**config.mk**
```make
export PLATFORM = sky130hd
export DESIGN_NAME = wd_service_master_flat
export DESIGN_NICKNAME = d
export VERILOG_FILES = /design/src/rtl/wd_service_master_pkg.sv /design/src/rtl/wd_service_master_if.sv /design/src/rtl/wd_service_master_svc_timer.sv /design/src/rtl/wd_service_master.sv /design/src/flat_wrapper.sv
export SDC_FILE = /design/constraint.sdc
export NUM_CORES = 1
export LEC_CHECK = 0
export CAP_MARGIN = 15
export CORE_UTILIZATION = 50
export CTS_CLUSTER_SIZE = 25
export DETAILED_ROUTE_END_ITERATION = 6
export HOLD_SLACK_MARGIN = 0.02
export PLACE_DENSITY = 0.84
export SYNTH_ARGS = -nofsm -noshare
export SYNTH_HDL_FRONTEND = slang
export SYNTH_SLANG_ARGS = --single-unit
```
**constraint.sdc**
```tcl
create_clock -name CLK -period 7.35 [get_ports CLK]
set_input_delay 1.47 -clock CLK [delete_from_list [all_inputs] [get_ports CLK]]
set_output_delay 1.47 -clock CLK [all_outputs]
set_load 0.1 [all_outputs]
```
**src/rtl/wd_service_master_pkg.sv**
```systemverilog
// wd_service_master_pkg: shared watchdog FSM encoding, bus defaults and period helper.
package wd_service_master_pkg;
    typedef enum logic [3:0] {
        IDLE, UNLK_CFG, WR_CFG, UNLK_INIT, WR_INIT, WAIT, UNLK_SVC, WR_SVC, RSTWAIT
    } state_t;
    localparam logic [7:0] WD_KEY       = 8'h5A;
    localparam logic [1:0] WD_ADDR_CFG  = 2'b00;
    localparam logic [1:0] WD_ADDR_SVC  = 2'b01;
    localparam logic [1:0] WD_ADDR_INIT = 2'b11;
    localparam logic [7:0] WD_SVC_DATA  = 8'h01;
    function automatic logic [15:0] eff_period(input logic [15:0] p);
        return (p == 16'd0) ? 16'd1 : p;
    endfunction
endpackage

```
**src/rtl/wd_service_master_if.sv**
```systemverilog
// wd_service_master_if: control inputs and watchdog bus/status outputs of the service master.
interface wd_service_master_if;
    logic       START;
    logic       HALT;
    logic [7:0] CFG_DATA;
    logic [15:0] SVC_PERIOD;
    logic       RSTOUT;
    logic [1:0] ABUS;
    logic [7:0] DBUS;
    logic       BUSY;
    logic       FAULT;
    logic [7:0] SVC_CNT;
    modport master (
        input  START, HALT, CFG_DATA, SVC_PERIOD, RSTOUT,
        output ABUS, DBUS, BUSY, FAULT, SVC_CNT
    );
    modport slave (
        output START, HALT, CFG_DATA, SVC_PERIOD, RSTOUT,
        input  ABUS, DBUS, BUSY, FAULT, SVC_CNT
    );
endinterface

```
**src/rtl/wd_service_master_svc_timer.sv**
```systemverilog
// svc_timer: service period counter; clears, counts while enabled, holds at expiry under hold.
module svc_timer
    import wd_service_master_pkg::*;
(
    input  logic        clk,
    input  logic        rst,
    input  logic        clr,
    input  logic        en,
    input  logic        hold,
    input  logic [15:0] period,
    output logic        expired
);
    logic [15:0] cnt_q, cnt_d;
    always_comb begin
        expired = cnt_q == eff_period(period) - 16'd1;
        cnt_d = clr ? 16'd0 : (en && !(hold && expired)) ? cnt_q + 16'd1 : cnt_q;
    end
    always_ff @(posedge clk) begin
        if (rst) cnt_q <= 16'd0;
        else cnt_q <= cnt_d;
    end
endmodule

```
**src/rtl/wd_service_master.sv**
```systemverilog
// wd_service_master: configures a watchdog with keyed two-phase writes, then services it periodically.
module wd_service_master
    import wd_service_master_pkg::*;
#(
    parameter logic [7:0] KEY       = WD_KEY,
    parameter logic [1:0] ADDR_CFG  = WD_ADDR_CFG,
    parameter logic [1:0] ADDR_SVC  = WD_ADDR_SVC,
    parameter logic [1:0] ADDR_INIT = WD_ADDR_INIT,
    parameter logic [7:0] SVC_DATA  = WD_SVC_DATA
) (
    input logic CLK,
    input logic RST,
    wd_service_master_if.master wd
);
    state_t state_q, state_d;
    logic [1:0] abus_q, abus_d;
    logic [7:0] dbus_q, dbus_d, cfg_q, cfg_d, cnt_q, cnt_d;
    logic [15:0] per_q, per_d;
    logic fault_q, fault_d, abort, accept, expired;
    svc_timer u_timer (
        .clk(CLK), .rst(RST),
        .clr(state_q == WR_INIT || state_q == WR_SVC),
        .en(state_q == WAIT), .hold(wd.HALT),
        .period(per_q), .expired(expired)
    );
    // bus is decoded from the current state, so it trails the state by one cycle
    always_comb begin
        abort = (state_q != IDLE) && wd.RSTOUT;
        accept = (state_q == IDLE) && wd.START;
        state_d = state_q;
        abus_d = 2'b00;
        dbus_d = 8'h00;
        case (state_q)
            IDLE:      state_d = wd.START ? UNLK_CFG : IDLE;
            UNLK_CFG:  begin state_d = WR_CFG; dbus_d = KEY; end
            WR_CFG:    begin state_d = UNLK_INIT; abus_d = ADDR_CFG; dbus_d = cfg_q; end
            UNLK_INIT: begin state_d = WR_INIT; dbus_d = KEY; end
            WR_INIT:   begin state_d = WAIT; abus_d = ADDR_INIT; dbus_d = SVC_DATA; end
            WAIT:      state_d = (expired && !wd.HALT) ? UNLK_SVC : WAIT;
            UNLK_SVC:  begin state_d = WR_SVC; dbus_d = KEY; end
            WR_SVC:    begin state_d = WAIT; abus_d = ADDR_SVC; dbus_d = SVC_DATA; end
            default:   state_d = IDLE;
        endcase
        // a watchdog reset request kills any pending phase, so no orphan DATA follows a KEY
        if (abort) begin
            state_d = RSTWAIT;
            abus_d = 2'b00;
            dbus_d = 8'h00;
        end
        fault_d = abort || (fault_q && !accept);
        cfg_d = accept ? wd.CFG_DATA : cfg_q;
        per_d = accept ? wd.SVC_PERIOD : per_q;
        cnt_d = (state_q == WR_SVC && !abort) ? cnt_q + 8'd1 : cnt_q;
    end
    always_ff @(posedge CLK) begin
        if (RST) begin
            state_q <= IDLE;
            abus_q <= 2'b00;
            dbus_q <= 8'h00;
            fault_q <= 1'b0;
            cnt_q <= 8'h00;
            cfg_q <= 8'h00;
            per_q <= 16'd0;
        end else begin
            state_q <= state_d;
            abus_q <= abus_d;
            dbus_q <= dbus_d;
            fault_q <= fault_d;
            cnt_q <= cnt_d;
            cfg_q <= cfg_d;
            per_q <= per_d;
        end
    end
    assign wd.ABUS = abus_q;
    assign wd.DBUS = dbus_q;
    assign wd.BUSY = state_q != IDLE;
    assign wd.FAULT = fault_q;
    assign wd.SVC_CNT = cnt_q;
endmodule

```
**src/flat_wrapper.sv**
```systemverilog
// flat-port wrapper written by rule: the top's interface ports become plain ports
module wd_service_master_flat import wd_service_master_pkg::*;
#(
    parameter logic [7:0] KEY       = WD_KEY,
    parameter logic [1:0] ADDR_CFG  = WD_ADDR_CFG,
    parameter logic [1:0] ADDR_SVC  = WD_ADDR_SVC,
    parameter logic [1:0] ADDR_INIT = WD_ADDR_INIT,
    parameter logic [7:0] SVC_DATA  = WD_SVC_DATA
)
  (CLK, RST, wd_START, wd_HALT, wd_CFG_DATA, wd_SVC_PERIOD, wd_RSTOUT, wd_ABUS, wd_DBUS, wd_BUSY, wd_FAULT, wd_SVC_CNT);
  wd_service_master_if wd_i ();
  input logic CLK;
  input logic RST;
  input wire logic [$bits(wd_i.START)-1:0] wd_START;
  input wire logic [$bits(wd_i.HALT)-1:0] wd_HALT;
  input wire logic [$bits(wd_i.CFG_DATA)-1:0] wd_CFG_DATA;
  input wire logic [$bits(wd_i.SVC_PERIOD)-1:0] wd_SVC_PERIOD;
  input wire logic [$bits(wd_i.RSTOUT)-1:0] wd_RSTOUT;
  output wire logic [$bits(wd_i.ABUS)-1:0] wd_ABUS;
  output wire logic [$bits(wd_i.DBUS)-1:0] wd_DBUS;
  output wire logic [$bits(wd_i.BUSY)-1:0] wd_BUSY;
  output wire logic [$bits(wd_i.FAULT)-1:0] wd_FAULT;
  output wire logic [$bits(wd_i.SVC_CNT)-1:0] wd_SVC_CNT;
  assign wd_i.START = wd_START;
  assign wd_i.HALT = wd_HALT;
  assign wd_i.CFG_DATA = wd_CFG_DATA;
  assign wd_i.SVC_PERIOD = wd_SVC_PERIOD;
  assign wd_i.RSTOUT = wd_RSTOUT;
  assign wd_ABUS = wd_i.ABUS;
  assign wd_DBUS = wd_i.DBUS;
  assign wd_BUSY = wd_i.BUSY;
  assign wd_FAULT = wd_i.FAULT;
  assign wd_SVC_CNT = wd_i.SVC_CNT;
  wd_service_master #(.KEY(KEY), .ADDR_CFG(ADDR_CFG), .ADDR_SVC(ADDR_SVC), .ADDR_INIT(ADDR_INIT), .SVC_DATA(SVC_DATA)) u_core (.CLK(CLK), .RST(RST), .wd(wd_i));
endmodule
```
[After elaboration in Yosys (flattened, before gate mapping)]
Index checks and enable logic that the tools add are counted.
Operators by class
  add/subtract/negate cells: 3
  multipliers: 0
  divide/modulo/power cells: 0
  $lt $le $gt $ge: 0
  eq/ne operators: 8
  shifts and indexed selects: 0
  multiplexer cells: 7
  bitwise gates (word level): 0
  reductions and logical operators: 20
Operator list (count)
  4-bit case mux with 7 select lines: 1
  8-bit case mux with 3 select lines: 1
  16-bit by 1-bit adder with 16-bit output (second input constant): 1
  16-bit == test: 1
  4-bit by 3-bit == test with 1-bit output (second input constant): 4
  16-bit logical NOT: 1
  16-bit 2-to-1 mux: 1
  16-bit by 1-bit subtractor with 16-bit output (second input constant): 1
  8-bit by 1-bit adder with 8-bit output (second input constant): 1
  4-bit by 2-bit == test with 1-bit output (second input constant): 2
  1-bit logical AND: 7
  2-bit OR reduction: 3
  4-bit by 1-bit == test with 1-bit output (second input constant): 1
  1-bit logical NOT: 4
  4-bit logical NOT: 1
  4-bit 2-to-1 mux: 1
  2-bit case mux with 2 select lines: 1
  4-bit nonzero test: 1
  3-bit OR reduction: 1
  1-bit logical OR: 2
  2-bit 2-to-1 mux: 1
  1-bit 2-to-1 mux: 1
Word-level totals
  register bits: 63
  bits in latches: 0
  memory bits (writable): 0
  bits in read-only memories: 0
  input bits: 29
  output and inout port bits: 20
  logic and storage cells: 47
  memories kept: 0

[Logic depth before layout (Yosys ltp)]
  depth after elaboration: 8
  depth in mapped cells: 15
  depth with buffers taken out: 12

[Hierarchy]
A second synthesis with hierarchy kept.
Unflattened totals
  cell total of the unflattened synthesis: 413
  area, all modules: 3423.3 µm²
By module, submodules not included
  wd_service_master: times used 1, cells each 224, area each 1933.1 µm², sequential area each 940.9 µm²
  svc_timer: times used 1, cells each 189, area each 1490.2 µm², sequential area each 320.3 µm²

[Worst setup path before layout]
OpenSTA, ideal clock, no wires.
  path type: reg-to-reg
  start point: register u_core.per_q[12]
  end point: register u_core.u_timer.cnt_q[15]
  library setup time: 0.115 ns
  arrival: 3.085 ns
  path slack: 4.151 ns
  cell stages (with the launch flop): 15
  period minus slack after synthesis: 3.199 ns
  path through: dfxtp_1 clkbuf_1 nor4_2 and2_1 a31oi_1 ha_1 nor3b_2 nand4_1 xnor2_1 a22o_1 nor4_4 and2_4 buf_6 nor4_1 o21a_1
Between the ends
  cells in the longest elaborated chain, start to end: 7
Ends and longest elaborated chain
  start: declaration: RTL line wd_service_master.sv:18  | logic [15:0] per_q, per_d;
  start signal: assignment: RTL line wd_service_master.sv:71  | per_q <= per_d;
  16-bit logical NOT: RTL line wd_service_master_pkg.sv:12  | return (p == 16'd0) ? 16'd1 : p;
  16-bit 2-to-1 mux (*): RTL line wd_service_master_pkg.sv:12
  16-bit by 1-bit subtractor with 16-bit output (*): RTL line wd_service_master_svc_timer.sv:15  | expired = cnt_q == eff_period(period) - 16'd1;
  16-bit == test (*): RTL line wd_service_master_svc_timer.sv:15
  1-bit logical AND (*): RTL line wd_service_master_svc_timer.sv:16  | cnt_d = clr ? 16'd0 : (en && !(hold && expired)) ? cnt_q + 16'd1 : cnt_q;
  1-bit logical NOT (*): RTL line wd_service_master_svc_timer.sv:16
  1-bit logical AND (*): RTL line wd_service_master_svc_timer.sv:16
  end signal: assignment: RTL line wd_service_master_svc_timer.sv:20  | else cnt_q <= cnt_d;
  end: declaration: RTL line wd_service_master_svc_timer.sv:13  | logic [15:0] cnt_q, cnt_d;
Every way passes the cells marked *; elsewhere a longest branch is shown, timed or not.
A chain may end at the register's enable or synchronous reset.

[Worst setup path in the final report]
  start point: register u_core.state_q[1]
  end point: output wd_BUSY
Between the ends
  cells in the longest elaborated chain, start to end: 1
Ends and longest elaborated chain
  start: declaration: RTL line wd_service_master.sv:15  | state_t state_q, state_d;
  start signal: assignment: RTL line wd_service_master.sv:65  | state_q <= state_d;
  4-bit nonzero test: RTL line wd_service_master.sv:76  | assign wd.BUSY = state_q != IDLE;
  end: declaration: RTL line flat_wrapper.sv:21  | output wire logic [$bits(wd_i.BUSY)-1:0] wd_BUSY;
No other way between the ends.

==> metrics.md <==
| Metric | Value |
|---|---|
| Drt total wl | 7350 µm |
| Storage cell area | 1260 µm² |
| Multi-input logic area | 1810 µm² |
| Post-DP HPWL | 5290 µm |
| Placed Instances | 492 |
| Layout cells sized above 1 | 0.0696 |
| Fin crit period | 3.84 ns |
| WS Path Type | reg2out |
| CTS Buffer Depth | 2 |
| Buffers on Ports | 48 |
| Hold_buf cts | 0 |
| Setup_tns | 0 ns |
| Slowest stage delay, CP | 1.01 ns |
| Cts repair resizes | 0 |
| Mean Syn Cell Area | 8.16 µm² |
| Fillcell total | 505 |
| Worst slack, placed | 3.86 ns |
| Clk slew on worst S/H paths | 0.07 ns |
| Area leader, netlist | dfxtp_1 |
| Ys async rst share | 0 |
| GRT Total Usage | 0.239 |
| Top_reg_cell synth | dfxtp_1 |
| Post-Syn Nets | 425 |
| CP max FO | 11 |
| Synth-to-Final Area Change | 21.3% |
| Met3 Wirelength | 337 µm |
| Worst-Margin Slew | 0.999 ns |
| GR Overflow Total | 0 |
| First-pass detailed-route iteration total | 4 |
| Die Area | 6740 µm² |
| Routed len/inst | 14.5 µm |
| Non-Filler Instances | 506 |
| HP Class | reg2reg |
| Post-Synthesis Cell Area | 3210 µm² |
| Highest Signal Layer | met4 |
| Final core occ | 0.642 |
| Most frequent cell after synthesis | nand2_1 |
| Final Cycle Share | 0.522 |
| Antenna viol nets, final | 0 |
| Num CTS Buffers | 9 |
| Fin nets | 460 |
| Element type at the critical path end | output pin |
| IO Count | 49 |
| Sink Count | 63 |
| Met1 Routed Length | 3430 µm |
| Setup violations, final | 0 |
| Synth Register Bits | 63 |
| DR vias/cell | 5.70 |
| Top post-synthesis cells by count | nand2_1 (69), dfxtp_1 (63), a21oi_1 (43) |
| Post-CTS Setup Bufs | 0 |
| CP max stage cell | clkdlybuf4s50_1 |
| Antenna Cells | 0 |
| DRC errors left | 0 |
| Metal2 WL | 3350 µm |
| EDFF count, synth | 0 |
| Final worst setup slack | 3.51 ns |
| Critical Path RT | 5.88 ns |
| Total number of vias | 2885 |
| RSZ-0062 raised after global routing | false |
| Max-cap violation count | 0 |
| # rows | 28 |
| Gate Count Post-Synth | 393 |
| CTS tree | built |
| Share of the synthesized area in the top cell type | 0.393 |
| Final Slew Violations | 0 |
| Power Dens Cells | 346 nW/µm² |
| First-pass GRT wire length | 12100 µm |
| P_leak | 1.46 nW |
| GPL Wtd Cong | 0.903 |
| Vias in the first global route | 2640 |
| Placeable core area | 6060 µm² |
| Worst endpoint data arrival time | 2.37 ns |
| H-tree depth | 3 |
| Initial antenna violation count | 0 |
| Max Freq | 261 MHz |
| Reg-to-reg slack, setup | 3.84 ns |
| Initial DRC count | 240 |
| Initial cell density of the core | 0.529 |
| CTS root buffer | clkbuf_8 |
| Tot Pwr | 0.00135 W |
| Top cells by area, synth | dfxtp_1 (39%), nand2_1 (8.1%), a21oi_1 (6.7%) |
| Hold Vio Cnt, Final | 0 |
| Sequential-to-total area share from yosys stat | 0.393 |
| Clk_lat worst skew | 0.34 ns |
| CP Launch Type | register |
| Status | complete, no violations |
| Slew headroom | 0.332 |
| Maximum vdd drop | 0.216 mV |
| Worst clock skew | 0.0144 ns |
| Die height | 82.1 µm |
| Crit-path cells | nor4_1 > inv_1 > clkdlybuf4s50_1 |
| Distinct cells, synth | 57 |
| Synth warn | 0 |
| Die Wd | 82.1 µm |
| Largest net degree at the start of global routing | 39 |
==> power breakdown <==
group          internal, W  switching (W)
clock             0.000206       0.000128
sequential        0.000387      0.0000670
combinational     0.000204       0.000355
==> per-stage QoR <==
stage / hold slack [ns] / instance area, µm²
finish: 0.457 / 3890
global placement: 0.434 / 3670
floorplan: 0.426 / 3210
global route: 0.464 / 3890
detailed placement: 0.439 / 3670
CTS: 0.455 / 3890
==> sequential cells by signal, indices dropped and copies added, names as in the netlist <==
register	count
u_core.u_timer.cnt_q	16
u_core.wd.ABUS	2
u_core.wd.FAULT	1
u_core.cfg_q	8
u_core.state_q	4
u_core.per_q	16
u_core.wd.SVC_CNT	8
u_core.wd.DBUS	8
==> cell type report <==
cell class                 count  share of cell area
inverter                       6             0.00579
timing repair buffer          49               0.125
multi-input combinational    299               0.464
clock inverter                 3              0.0174
sequential                    63               0.324
tap                           75              0.0241
clock buffer                  11              0.0389
==> layer usage <==
layer	GRT usage	vias up
met4	0.125	0
met2	0.392	79
li1	-	1456
met1	0.302	1332
met5	0	-
met3	0.0374	18
==> critical path: cells and delay by family, from the launching register on <==
family | cells | cell delay (ns)
AND/OR/NAND/NOR | 1 | 0.45
flip-flops | 1 | 0.41
buffers and inverters | 2 | 1.16
==> cell usage in the layout, fill, tap and decap left out, types with 3 or more instances in the layout <==
cell type and instances:
nand3_1 9, nor2_1 29, nand2b_1 5, o21ai_0 8
ha_1 3, nor4_4 3, mux2i_1 5, a21o_1 4
nand4_1 11, nor3_1 8, or3_1 7, a31oi_1 5
clkbuf_8 11, nand2_1 69, inv_1 6, and3_1 4
xor2_1 14, xnor2_1 15, dfxtp_1 63, nor4_1 7
a21oi_1 43, o31ai_1 3, and2_1 9, clkdlybuf4s50_1 48
or4_1 5
==> worst paths after layout <==
| path | from | endpoint | cells after the start |
|---|---|---|---|
| max | u_core.state_q[1] | wd_BUSY | 3 |
| min | u_core.cfg_q[0] | u_core.wd.DBUS[0] | 1 |
| max reg2reg | u_core.per_q[10] | u_core.u_timer.cnt_q[15] | 12 |
| min reg2reg | u_core.cfg_q[0] | u_core.wd.DBUS[0] | 1 |
==> cell families after synthesis <==
kind of cell | count (synthesis) | synth area share
xor gates and xnor gates | 29 | 0.0792
buffers and inverters | 31 | 0.0433
and+or+nand+nor | 179 | 0.296
muxes | 5 | 0.0156
adders and majority gates | 3 | 0.0117
DFF | 63 | 0.393
AOI/OAI and AO/OA | 83 | 0.161
No activity file was read; power rests on OpenSTA's default activity.
